File: src/rtl/fetch_issue_unit_pkg.sv
// Definitions shared by the fetch/issue stage and the Orchestrator:
// bubble and invalid encodings, base opcodes and fetch FSM states.
package fetch_issue_unit_pkg;

    localparam logic [31:0] NOP_INST     = 32'h0000_0013;  // addi x0,x0,0
    localparam logic [31:0] INVALID_INST = 32'hFFFF_FFFF;

    localparam logic [6:0] OPC_LOAD   = 7'b000_0011;
    localparam logic [6:0] OPC_STORE  = 7'b010_0011;
    localparam logic [6:0] OPC_OP_IMM = 7'b001_0011;
    localparam logic [6:0] OPC_OP     = 7'b011_0011;
    localparam logic [6:0] OPC_BRANCH = 7'b110_0011;
    localparam logic [6:0] OPC_JAL    = 7'b110_1111;
    localparam logic [6:0] OPC_JALR   = 7'b110_0111;
    localparam logic [6:0] OPC_LUI    = 7'b011_0111;
    localparam logic [6:0] OPC_AUIPC  = 7'b001_0111;

    typedef enum logic [1:0] {
        ST_IDLE = 2'd0,
        ST_WAIT = 2'd1,
        ST_HOLD = 2'd2,
        ST_HALT = 2'd3
    } fetch_state_e;

endpackage

File: src/rtl/fetch_issue_unit_inst_window.sv
// Two-deep issued-instruction window: shifts in an issued word or a NOP
// bubble every cycle, and holds still while frozen.
module fetch_issue_unit_inst_window
    import fetch_issue_unit_pkg::*;
#(
    parameter int                    INST_WIDTH_IN_BIT = 32,
    parameter int                    ADDR_WIDTH        = 32,
    parameter logic [ADDR_WIDTH-1:0] RESET_PC          = '0
) (
    input  logic                         clk,
    input  logic                         reset,
    input  logic                         issue_i,
    input  logic                         freeze_i,
    input  logic [INST_WIDTH_IN_BIT-1:0] issue_inst_i,
    input  logic [ADDR_WIDTH-1:0]        issue_pc_i,
    output logic [INST_WIDTH_IN_BIT-1:0] curr_inst_o,
    output logic [INST_WIDTH_IN_BIT-1:0] prev_inst_o,
    output logic [ADDR_WIDTH-1:0]        if_id_pc_o,
    output logic                         if_id_valid_o
);

    localparam logic [INST_WIDTH_IN_BIT-1:0] NOP = INST_WIDTH_IN_BIT'(NOP_INST);

    logic [INST_WIDTH_IN_BIT-1:0] curr_q, prev_q;
    logic [ADDR_WIDTH-1:0]        pc_q;
    logic                         valid_q;

    // NOTE: state registers use non-blocking assignments so every flop
    // samples the pre-edge values of the others (prev_q gets the old curr_q).
    always_ff @(posedge clk) begin
        if (reset) begin
            curr_q  <= NOP;
            prev_q  <= NOP;
            pc_q    <= RESET_PC;
            valid_q <= 1'b0;
        end else if (freeze_i) begin
            valid_q <= 1'b0;
        end else begin
            prev_q  <= curr_q;
            valid_q <= issue_i;
            if (issue_i) begin
                curr_q <= issue_inst_i;
                pc_q   <= issue_pc_i;
            end else begin
                curr_q <= NOP;
            end
        end
    end

    assign curr_inst_o   = curr_q;
    assign prev_inst_o   = prev_q;
    assign if_id_pc_o    = pc_q;
    assign if_id_valid_o = valid_q;

endmodule

File: src/rtl/fetch_issue_unit.sv
// Fetch/issue stage: single-outstanding imem fetch, one-entry issue buffer,
// redirect handling with in-flight response drop, and terminal halt.
module fetch_issue_unit
    import fetch_issue_unit_pkg::*;
#(
    parameter int                    INST_WIDTH_IN_BIT = 32,
    parameter int                    ADDR_WIDTH        = 32,
    parameter logic [ADDR_WIDTH-1:0] RESET_PC          = '0
) (
    input  logic                         clk,
    input  logic                         reset,
    input  logic                         stall_id_if_pl,
    input  logic                         stall_pc_increment,
    input  logic                         halt,
    input  logic                         redirect_valid,
    input  logic [ADDR_WIDTH-1:0]        redirect_pc,
    output logic                         imem_req,
    output logic [ADDR_WIDTH-1:0]        imem_addr,
    input  logic                         imem_valid,
    input  logic [INST_WIDTH_IN_BIT-1:0] imem_rdata,
    output logic [INST_WIDTH_IN_BIT-1:0] next_inst,
    output logic [INST_WIDTH_IN_BIT-1:0] curr_inst,
    output logic [INST_WIDTH_IN_BIT-1:0] prev_inst,
    output logic [ADDR_WIDTH-1:0]        if_id_pc,
    output logic                         if_id_valid
);

    localparam logic [INST_WIDTH_IN_BIT-1:0] NOP = INST_WIDTH_IN_BIT'(NOP_INST);

    fetch_state_e                 state_q, state_d;
    logic [ADDR_WIDTH-1:0]        pc_q, pc_d;
    logic [ADDR_WIDTH-1:0]        pend_q, pend_d;
    logic [INST_WIDTH_IN_BIT-1:0] buf_q, buf_d;
    logic                         drop_q, drop_d;
    logic                         issue;

    // NOTE: every always_comb output gets a default first so no path can
    // leave it unassigned and infer a latch.
    always_comb begin
        state_d = state_q;
        pc_d    = pc_q;
        pend_d  = pend_q;
        buf_d   = buf_q;
        drop_d  = drop_q;
        issue   = 1'b0;
        if (halt) begin
            state_d = ST_HALT;
            buf_d   = NOP;
            drop_d  = 1'b0;
        end else begin
            case (state_q)
                ST_IDLE: begin
                    state_d = ST_WAIT;
                    if (redirect_valid) pc_d = redirect_pc;
                end
                ST_WAIT: begin
                    // A redirect before completion can't retarget the live
                    // request, so it parks in pend_q until the response drains.
                    if (redirect_valid) begin
                        if (imem_valid) begin
                            pc_d   = redirect_pc;
                            drop_d = 1'b0;
                        end else begin
                            pend_d = redirect_pc;
                            drop_d = 1'b1;
                        end
                    end else if (imem_valid) begin
                        if (drop_q) begin
                            pc_d   = pend_q;
                            drop_d = 1'b0;
                        end else begin
                            buf_d   = imem_rdata;
                            state_d = ST_HOLD;
                        end
                    end
                end
                ST_HOLD: begin
                    if (redirect_valid) begin
                        pc_d    = redirect_pc;
                        buf_d   = NOP;
                        state_d = ST_WAIT;
                    end else if (!stall_id_if_pl) begin
                        issue   = 1'b1;
                        buf_d   = NOP;
                        state_d = ST_WAIT;
                        if (!stall_pc_increment) pc_d = pc_q + ADDR_WIDTH'(4);
                    end
                end
                ST_HALT: state_d = ST_HALT;
            endcase
        end
    end

    always_ff @(posedge clk) begin
        if (reset) begin
            state_q <= ST_IDLE;
            pc_q    <= RESET_PC;
            pend_q  <= RESET_PC;
            buf_q   <= NOP;
            drop_q  <= 1'b0;
        end else begin
            state_q <= state_d;
            pc_q    <= pc_d;
            pend_q  <= pend_d;
            buf_q   <= buf_d;
            drop_q  <= drop_d;
        end
    end

    assign imem_req  = (state_q == ST_WAIT);
    assign imem_addr = pc_q;
    assign next_inst = buf_q;

    fetch_issue_unit_inst_window #(
        .INST_WIDTH_IN_BIT (INST_WIDTH_IN_BIT),
        .ADDR_WIDTH        (ADDR_WIDTH),
        .RESET_PC          (RESET_PC)
    ) u_inst_window (
        .clk           (clk),
        .reset         (reset),
        .issue_i       (issue),
        .freeze_i      (state_q == ST_HALT),
        .issue_inst_i  (buf_q),
        .issue_pc_i    (pc_q),
        .curr_inst_o   (curr_inst),
        .prev_inst_o   (prev_inst),
        .if_id_pc_o    (if_id_pc),
        .if_id_valid_o (if_id_valid)
    );

endmodule

File: config.mk
export PLATFORM = sky130hd
export DESIGN_NAME = fetch_issue_unit
export DESIGN_NICKNAME = d
export VERILOG_FILES = /design/src/rtl/fetch_issue_unit_pkg.sv /design/src/rtl/fetch_issue_unit_inst_window.sv /design/src/rtl/fetch_issue_unit.sv
export SDC_FILE = /design/constraint.sdc
export NUM_CORES = 1
export LEC_CHECK = 0
export CAP_MARGIN = 25
export CORE_ASPECT_RATIO = 1.2
export CORE_MARGIN = 2
export CORE_UTILIZATION = 40
export CTS_CLUSTER_DIAMETER = 150
export DETAILED_ROUTE_END_ITERATION = 10
export PLACE_DENSITY = 0.72
export SKIP_CTS_REPAIR_TIMING = 1
export SYNTH_ARGS = -nofsm -noshare
export SYNTH_HDL_FRONTEND = slang
export SYNTH_SLANG_ARGS = --single-unit
File: constraint.sdc
create_clock -name clk -period 3.8 [get_ports clk]
set_input_delay 0.38 -clock clk [delete_from_list [all_inputs] [get_ports clk]]
set_output_delay 0.38 -clock clk [all_outputs]
set_load 0.02 [all_outputs]
==> Yosys cells after proc, flatten, opt, wreduce, memory -nomap -nowiden <==
Index checks and enable logic that the tools add are counted.
{ "op_classes": {"bitwise_logic": 3, "n_addsub": 1, "reduce_logical": 12, "n_eq_ne": 14, "n_mux": 30} }
{ "op_table": {"columns": ["cell", "n"], "rows": [
  ["$mux W32", 14],
  ["$pmux W32 S3", 1],
  ["$pmux W32 S2", 1],
  ["$add A32 B3 Y32 const B", 1],
  ["$mux W2", 6],
  ["$ne A3 B3 Y1 const B", 4],
  ["$pmux W2 S4", 1],
  ["$reduce_and A4 Y1", 2],
  ["$mux W1", 7],
  ["$reduce_and A7 Y1", 1],
  ["$ne A2 B2 Y1 const B", 3],
  ["$ne A3 B2 Y1 const B", 2],
  ["$reduce_and A5 Y1", 1],
  ["$eq A2 B2 Y1 const B", 2],
  ["$ne A4 B4 Y1 const B", 1],
  ["$reduce_and A2 Y1", 2],
  ["$reduce_bool A2 Y1", 2],
  ["$reduce_or A2 Y1", 2],
  ["$not A1 Y1", 3],
  ["$reduce_bool A3 Y1", 1],
  ["$eq A2 B1 Y1 const B", 1],
  ["$logic_not A2 Y1", 1],
  ["$ne A2 B1 Y1 const B", 1]
]} }
{ "word_totals": {"wordCells": 69, "regBits": 196, "output_inout_bits": 162} }

==> Depth between registers and ports, before layout <==
{ "depth": {"depth_word": 5, "depth_mapped": 11, "ltp_nobuf": 7} }

==> Hierarchy <==
Synthesis repeated with hierarchy kept, for this count alone.
{ "hier_totals": {"hier_cells": 1046, "hier_area_um2": 9151.3} }
{ "modules_own_cells": {"columns": ["module", "cells_each", "n_inst", "area_each_um2"], "rows": [
  ["fetch_issue_unit", 653, 1, 5012.3],
  ["fetch_issue_unit_inst_window", 393, 1, 4139.0]
]} }

==> Worst setup path after synthesis <==
OpenSTA, ideal clock, no wires.
{ "synth_timing": {"path_type": "register to register", "start": "register state_q[0]", "end": "register pc_q[9], in the netlist imem_addr[9]", "n_path_buf": 4, "path_stages_with_launch": 12, "required_time_ns": 3.668, "slack_ns": 1.732, "setup_time_ns": 0.132, "arrival_time_ns": 1.936, "period_less_slack_ns": 2.068, "path_cell_list": "dfxtp_1 -> inv_1 -> ha_1 -> buf_2 -> nor2b_1 -> buf_2 -> and2_1 -> clkbuf_1 -> buf_2 -> a221o_1 -> nand2_1 -> a21oi_1"} }
{ "synth_between": {"elab_chain_len": 3, "word_cells_on_any_way": 11, "classes_between": "eq/ne (7); mux (1); reduce/logical (3)"} }
{ "synth_lines": {"columns": ["item", "line_no", "rtl"], "rows": [
  ["start, declared", "fetch_issue_unit.sv:30", "fetch_state_e state_q, state_d;"],
  ["start signal, assigned", "fetch_issue_unit.sv:102", "state_q <= state_d;"],
  ["$eq A2 B1 Y1 (tied with other cells)", "fetch_issue_unit.sv:51", "case (state_q)"],
  ["$ne A3 B2 Y1 (no source line) (tied with other cells)", null, null],
  ["$reduce_and A7 Y1 (no source line)", null, null],
  ["end signal, assigned", "fetch_issue_unit.sv:103", "pc_q <= pc_d;"],
  ["end, declared", "fetch_issue_unit.sv:31", "logic [ADDR_WIDTH-1:0] pc_q, pc_d;"]
]} }
Several ways; a longest one is shown, not always the timed one.
A chain may end at the register's enable or synchronous reset.

==> Final worst setup path <==
{ "layout_timing": {"start": "register state_q[1]", "end": "register pc_q[26], in the netlist imem_addr[26]"} }
The elaborated chain is that of the path after synthesis.

==> flow_metrics.tcl <==
set metrics [dict create \
    slew_headroom_pct 44.1 \
    io_buffers 232 \
    async_flop_share_pct 0 \
    fin_tns_setup_ns 0 \
    syn_area_um2 8170 \
    drt_iter0_drc 549 \
    synth_edf_count 0 \
    switching_power_mw 1.35 \
    via_count 7997 \
    leakage_nw 3.80 \
    wirelength_um 26100 \
    root_buffer "clkbuf_16" \
    dieHeight_um 161 \
    vias_per_cell 5.57 \
    start_util_pct 40.5 \
    synth_nets 1040 \
    avgRoutedWirePerCell_um 18.2 \
    p_int_mw 3.26 \
    p_clk_share_pct 39.5 \
    track_usage_pct 23.7 \
    num_io_pins 233 \
    r2r_start "state_q[1]" \
    clock_sinks 196 \
    dp_hpwl_um 18100 \
    areaGrowthSynthToFinish_pct 38.2 \
    antenna_left 0 \
    fmax_ghz 0.368 \
    worstSetupStartpointType "register" \
    worstPathArrival_ns 3.06 \
    grt_antenna_before_repair 0 \
    coreArea_um2 20200 \
    grt_pass1_vias 7231 \
    drc 0 \
    final-hold-violation-count 0 \
    p_per_area_nw_per_um2 408 \
    htreeDepth 4 \
    dpl.cell_count 1405 \
    place_area_um2 10700 \
    gp_congestion 0.856 \
    die_w_um 134 \
    synth_cells 964 \
    r2r_slack_ns 1.08 \
    vdd_drop_max_mv 0.336 \
    clockBufferDepth 2 \
    max-cap-violations 0 \
    finalMaxSlewViolations 0 \
    grt_start_max_net_pins 75 \
    ys_types 63 \
    dieArea_um2 21600 \
    outcome "completed" \
    fill_cells 1845 \
    ys_seq_elements 196 \
    seq_area_frac_synth_pct 48.0 \
    firstDrtPassIters 6 \
    avgSynthCellArea_um2 8.48 \
    grt_pass1_wl_um 40400 \
    fin_worst_skew_ns 0.0140 \
    worstSetupPathType "reg2reg" \
    cts_tree "yes" \
    nets 1235 \
    grt_overflow 0 \
    netSwitchingFraction_pct 29.3 \
    min_from "u_inst_window.if_id_pc_o[24]" \
    rsz0062_at_grt "no" \
    r2r_cells 8 \
    seqPwrFrac_pct 47.2 \
    n_antenna_cell 0 \
    hold_class "reg2reg" \
    critPathMaxFanout 17 \
    fin_crit_sh_pct 71.5 \
    row_count 57 \
    clk_latency_ns 0.45 \
    setup_viol 0 \
    drive_above_1_share_pct 6.40 \
    fin_util_pct 56.0 \
    yosys_warnings 0 \
    min_to "u_inst_window.if_id_pc_o[24]" \
    timing.rr.end "imem_addr[26]" \
    clk_pin_slew_ns 0.07 \
    final_area_um2 11300 \
    p_total_mw 4.61 \
    power_frac_comb_pct 13.3 \
    numCtsBuffers 17 \
    finalCriticalPeriod_ns 2.72 \
    worst_slew_pin_slew_ns 0.839 \
    required_ns 4.14 \
    crit_path_end_kind "register" \
    synth-main-ff-cell "dfxtp_1" \
    fin_cells 1437 \
    whs_path_depth 2 \
]
-- routing by layer --
layer | up-vias | GRT usage, % | part of all wire (%)
li1 | 3828 | - | -
met4 | 0 | 9.52 | 3.1
met2 | 349 | 38.9 | 48
met3 | 51 | 4.51 | 7.0
met5 | - | 0 | 0
met1 | 3769 | 30.5 | 42
-- cells by family after synthesis --
kind of cell               after synthesis  synth area share (%)
buffers and inverters                   88                  4.53
DFF                                    196                  48.0
AOI/OAI and AO/OA                      266                  20.9
and+or+nand+nor                        369                  20.9
muxes                                   37                  4.53
adders and majority gates                5                 0.765
xor gates and xnor gates                 3                 0.322
-- through the flow --
step                      hold WS [ns]  worst slack (ns)
after floorplan                  0.433              1.73
after global placement           0.441              1.07
after detailed placement         0.445              1.05
after CTS                        0.456              1.11
after global routing             0.468             0.870
final                            0.453              1.08
-- sequential cells by signal, summed over array words and instances, names as in the netlist --
| signal | cells |
|---|---|
| next_inst | 32 |
| imem_addr | 32 |
| u_inst_window.if_id_pc_o | 32 |
| drop_q | 1 |
| state_q | 2 |
| u_inst_window.curr_inst_o | 32 |
| pend_q | 32 |
| u_inst_window.if_id_valid_o | 1 |
| u_inst_window.prev_inst_o | 32 |
-- cell type report --
type	instances	area, µm²	share of cell area (%)
tap	265	332	2.93
timing repair buffer	252	2480	22.0
clock buffer	17	425	3.77
sequential	196	3920	34.7
multi-input combinational	680	3910	34.6
clock inverter	15	184	1.63
inverter	12	45.0	0.399
-- worst max path at each step --
stage                     cells past startpoint  slack, ns      startpoint             to
final                                         8       1.08      state_q[1]  imem_addr[26]
after CTS                                     8       1.11      state_q[1]  imem_addr[26]
after detailed placement                      6       1.05  redirect_valid  imem_addr[23]
after floorplan                              11       1.73      state_q[0]   imem_addr[9]
after global placement                        6       1.07  redirect_valid  imem_addr[23]
after global routing                          8       0.87      state_q[1]  imem_addr[16]
-- synth_stat cells, drive strengths merged, types with 5 or more instances --
library cell / count / area, µm²
nand2: 186 / 701
o21ai: 36 / 180
nor2: 63 / 236
and3: 5 / 31.3
buf: 37 / 179
a22oi: 7 / 52.6
a21oi: 122 / 611
and2: 5 / 31.3
clkbuf: 39 / 146
or3: 5 / 41.3
nand3: 46 / 235
o211ai: 5 / 37.5
inv: 11 / 41.3
ha: 5 / 62.6
nor3: 20 / 110
a31oi: 6 / 37.5
a221oi: 7 / 61.3
a22o: 35 / 307
a211oi: 5 / 37.5
nor2b: 5 / 31.3
nor4: 11 / 109
dfxtp: 196 / 3920
mux2i: 37 / 370
o32ai: 11 / 96.3
nand4: 9 / 71.3
-- critical path, stage by stage, from the launching register on --
cell	delay (ns)
dfxtp_1	0.34
inv_1	0.08
ha_1	0.52
inv_1	0.22
o21a_1	0.25
nand3_1	0.53
buf_4	0.34
a21oi_1	0.07
o32ai_1	0.26
-- cells in the final DEF, fill, tap and decap left out, types with 4 or more instances in the layout --
master	synthesis	layout
nor3_1	18	17
mux2i_1	37	37
a222oi_1	4	4
inv_8	0	5
and3_1	5	5
a211oi_1	5	5
nand3_1	45	45
nor4_1	6	6
a31oi_1	6	6
a221oi_1	7	7
nor2_1	63	62
o32ai_1	11	11
buf_4	2	20
a22o_1	35	35
a221o_1	4	4
a22oi_1	7	7
nand2_1	185	185
clkinv_8	0	6
and2_1	5	5
a21oi_1	122	121
o211ai_1	5	5
nor2b_1	5	4
inv_1	11	11
clkbuf_16	0	17
clkdlybuf4s50_1	0	231
o32a_1	4	4
o21ai_0	35	35
nand4_1	8	8
dfxtp_1	196	196
ha_1	5	4
-- power groups by stage --
stage / clock network [mW] / logic (mW) / registers [mW]
final: 1.82 / 0.614 / 2.18
after global routing: 1.93 / 0.659 / 2.19
after CTS: 1.85 / 0.612 / 2.18
after detailed placement: 0 / 0.609 / 2.22
after global placement: 0 / 0.604 / 2.22
after floorplan: 0 / 0.303 / 2.25
(Power assumes the default switching activity.)
